==> src/rtl/onehot_index_serializer_pkg.sv <==
// Shared widths and FSM state type for the one-hot index serializer.
package onehot_index_serializer_pkg;

    localparam int N  = 32;
    localparam int IW = $clog2(N);

    typedef enum logic {
        IDLE  = 1'b0,
        DRAIN = 1'b1
    } state_t;

endpackage

==> src/rtl/onehot_index_serializer_onehot_first_n.sv <==
// Isolates the lowest-numbered set bit of a vector as a one-hot word.
module onehot_first_n
    import onehot_index_serializer_pkg::*;
#(
    parameter int W = N
) (
    input  logic [W-1:0] vec,
    output logic [W-1:0] onehot
);

    // Two's-complement trick: x & -x keeps only the lowest set bit.
    assign onehot = vec & (~vec + W'(1));

endmodule

==> src/rtl/onehot_index_serializer.sv <==
// Latches a request vector and emits the index of each set bit, lowest first,
// over a valid/ready output; pulses done once the vector is drained.
module onehot_index_serializer #(
    parameter int N  = onehot_index_serializer_pkg::N,
    parameter int IW = onehot_index_serializer_pkg::IW
) (
    input  logic          clk,
    input  logic          rst,
    input  logic          in_valid,
    output logic          in_ready,
    input  logic [N-1:0]  in_vec,
    output logic          out_valid,
    input  logic          out_ready,
    output logic [IW-1:0] out_idx,
    output logic          out_last,
    output logic          done
);

    import onehot_index_serializer_pkg::*;

    state_t        state_q, state_d;
    logic [N-1:0]  pending_q, pending_d;
    logic          done_q, done_d;
    logic [N-1:0]  first_oh;
    logic [IW-1:0] idx;
    logic          last;

    onehot_first_n #(.W(N)) u_first (
        .vec    (pending_q),
        .onehot (first_oh)
    );

    always_comb begin
        idx = '0;
        for (int i = 0; i < N; i++) begin
            if (first_oh[i]) idx |= IW'(i);
        end
    end

    // Exactly one bit set when the isolated lowest bit is the whole vector.
    assign last = (pending_q != '0) && (pending_q == first_oh);

    assign in_ready  = !rst && (state_q == IDLE);
    assign out_valid = !rst && (state_q == DRAIN);
    assign out_idx   = out_valid ? idx : '0;
    assign out_last  = out_valid && last;
    assign done      = !rst && done_q;

    always_comb begin
        state_d   = state_q;
        pending_d = pending_q;
        done_d    = 1'b0;
        case (state_q)
            IDLE: begin
                if (in_valid) begin
                    pending_d = in_vec;
                    if (in_vec != '0) state_d = DRAIN;
                    else              done_d  = 1'b1;
                end
            end
            DRAIN: begin
                if (out_ready) begin
                    pending_d = pending_q & ~first_oh;
                    if (last) begin
                        state_d = IDLE;
                        done_d  = 1'b1;
                    end
                end
            end
            default: state_d = IDLE;
        endcase
    end

    always_ff @(posedge clk) begin
        if (rst) begin
            state_q   <= IDLE;
            pending_q <= '0;
            done_q    <= 1'b0;
        end else begin
            state_q   <= state_d;
            pending_q <= pending_d;
            done_q    <= done_d;
        end
    end

endmodule

==> config.mk <==
export PLATFORM = sky130hd
export DESIGN_NAME = onehot_index_serializer
export DESIGN_NICKNAME = d
export VERILOG_FILES = /design/src/rtl/onehot_index_serializer_pkg.sv /design/src/rtl/onehot_index_serializer_onehot_first_n.sv /design/src/rtl/onehot_index_serializer.sv
export SDC_FILE = /design/constraint.sdc
export NUM_CORES = 1
export LEC_CHECK = 0
export BUFFER_PORTS_ARGS = -buffer_cell sky130_fd_sc_hd__buf_2
export CAP_MARGIN = 20
export CORE_ASPECT_RATIO = 0.6
export CORE_MARGIN = 4
export CORE_UTILIZATION = 60
export CTS_CLUSTER_SIZE = 12
export DETAILED_ROUTE_END_ITERATION = 8
export GPL_ROUTABILITY_DRIVEN = 0
export HOLD_SLACK_MARGIN = 0.1
export PLACE_DENSITY_LB_ADDON = 0.05
export RECOVER_POWER = 25
export SKIP_CTS_REPAIR_TIMING = 1
export SYNTH_ARGS = -nofsm -noshare
export SYNTH_HDL_FRONTEND = slang
export SYNTH_SLANG_ARGS = --single-unit
==> constraint.sdc <==
create_clock -name clk -period 6.8 [get_ports clk]
set_input_delay 1.02 -clock clk [delete_from_list [all_inputs] [get_ports clk]]
set_output_delay 1.02 -clock clk [all_outputs]
set_load 0.1 [all_outputs]
==> metrics.md <==
| Metric | Value |
|---|---|
| Status | finished clean |
| Hold WC Path Type | reg -> reg |
| Crit share post-route | 68.5% |
| Clock Tree Buf Depth | 2 |
| CP Launch Type | flop |
| Wirelength, routed | 7960 um |
| Chip Width | 90.1 um |
| Cts bufs inserted | 5 |
| RSZ-0062 raised after global routing | false |
| DRT iter0 DRCs | 430 |
| Synth unique cells | 60 |
| Synth Flop Type | dfxtp_1 |
| Hold Vio Cnt, Final | 0 |
| Mean Syn Cell Area | 7.22 sq um |
| Vias in the first global route | 2,571 |
| N_diodes | 0 |
| Final Core Density | 70.9% |
| Total grt overflow | 0 |
| CP Data Required Time | 5.78 ns |
| Area leader, netlist | dfxtp_1 |
| Peak supply drop | 0.000134 V |
| Post-synth net total | 372 |
| Worst-path clk slew | 0.08 ns |
| Initial core utilization | 64.1% |
| Leakage Power | 0.00101 uW |
| Asr flop ratio synth | 0% |
| Total power | 615 uW |
| Slew headroom | 17.7% |
| Total clock sinks | 34 |
| Total power per unit cell area | 229 nW/um^2 |
| Setup TNS | 0 ns |
| CTS tree | yes |
| Fin crit period | 4.66 ns |
| GRT Total Usage | 31.1% |
| Maximum clock rate | 215 MHz |
| Chip height | 57.3 um |
| First-pass GRT wire length | 12,900 um |
| Crit path capture type | primary output |
| Port Buffers | 44 |
| I/O pin count | 45 |
| Crit path DAT | 3.64 ns |
| Syn Inst Count | 336 |
| Area Overhead vs Synth | 10.7% |
| Die area | 5160 sq um |
| Post-DP HPWL | 5770 um |
| WL/cell | 19.2 um |
| Largest net degree at the start of global routing | 38 |
| Count of flip-flops with a built-in enable after synthesis | 0 |
| Crit Path Category | reg -> out |
| Post-synth top area share | 28.1% |
| Max-cap violations | 0 |
| Total core area | 3790 sq um |
| Drt via density | 6.95 |
| Routed vias | 2,877 |
| Share of cells above drive strength 1 | 17.2% |
| Final setup fails | 0 |
| Slew @ Worst Pin | 1.23 ns |
| Layout Skew | 0.00911 ns |
| ANT nets after route | 0 |
| Clock root buffer | clkbuf_8 |
| Initial antenna violation count | 0 |
| Clk_lat worst skew | 0.30 ns |
| Top post-synthesis cells by area | dfxtp_1 (28%), a21oi_1 (9.1%), nor2_1 (6.3%) |
| Critical Path Fanout Max | 14 |
| Slew Limit Fails | 0 |
| Sequential share of the synthesized area | 28.1% |
| # nets final | 402 |
| H-tree levels | 2 |
| Number of remaining DRC errors | 0 |
| Yosys Warn Count | 0 |
| Area of the mapped netlist | 2430 sq um |
| TritonRoute pass-1 iters | 6 |
| Yosys reg bits | 34 |
| WHS | 0.554 ns |
| Row cnt | 17 |
-- registers in the layout (all words and copies together), names as in the netlist --
register   cells
done_q         1
state_q        1
pending_q     32
-- where the power goes --
| part | switching [uW] | internal (uW) |
|---|---|---|
| clock | 77.5 | 110 |
| sequential | 25.0 | 211 |
| combinational | 128 | 64.0 |
| total | 230 | 385 |
-- worst max-delay path: stages (launching register included) --
cell and delay, ns:
dfxtp_1 0.40, nor4_1 0.59, and3_1 0.58, nand2_1 0.33
a2111oi_0 0.50, nand4_1 0.18, and4bb_1 0.33, buf_2 0.43
-- worst paths after layout --
check                                     end           from  slack (ns)  cells after the start
worst max-delay path                 out_last   pending_q[1]        2.14                      7
worst min-delay path            pending_q[18]  pending_q[18]        0.55                      2
worst max register to register        state_q   pending_q[1]        3.69                      7
worst min register to register  pending_q[18]  pending_q[18]        0.55                      2
-- cell type report --
type                       instances  area (sq um)
clock buffer                       7          76.3
fill                             318          1100
multi-input combinational        271          1580
inverter                           9          33.8
clock inverter                     1          30.0
tap                               47          58.8
sequential                        34           681
timing repair buffer              45           228
-- through the flow --
stage	std cells	area, sq um	setup WS, ns
5_1_grt	414	2690	2.00
3_5_place_dp	406	2610	2.98
2_1_floorplan	336	2430	2.33
6_report	414	2690	2.14
4_1_cts	414	2720	2.63
3_3_place_gp	406	2610	3.04
-- logic make-up after synthesis --
family          after synthesis  synth area share (%)
compound gates              113                  28.7
buf+inv                      31                  5.67
mux                           2                 0.825
simple gates                155                  36.4
flops                        34                  28.1
fa+ha+maj                     1                 0.413
-- routing by layer --
metal / up-vias / wire length (um) / global-route usage [%]
met4: 0 / 155 / 7.19
met3: 22 / 1450 / 15.3
met2: 243 / 2960 / 41.6
li1: 1325 / - / -
met5: - / 0 / 0
met1: 1287 / 3400 / 44.3
-- synthesized netlist by cell type, types with 6 or more instances --
master    number
a21oi_1       44
nor2_1        41
nand2_1       36
dfxtp_1       34
o21ai_0       25
clkbuf_1      15
nor4_1        13
nor3_1        12
nand3_1       11
inv_1          9
a31oi_1        7
a211oi_1       6
nand4_1        6
-- cells in the final DEF (no fill, tap or decap), types with 4 or more instances in the layout --
cell	instances
buf_2	44
a211oi_1	6
nor4_1	14
dfxtp_1	34
clkbuf_8	5
inv_1	9
nor2_1	42
a31oi_1	7
nand3_1	11
nand2_1	37
nor3_1	12
nand4_1	6
o311ai_0	4
a21oi_1	44
o21ai_0	25
a22oi_1	4
or4_1	4
Power figures use the tool's default switching activity.
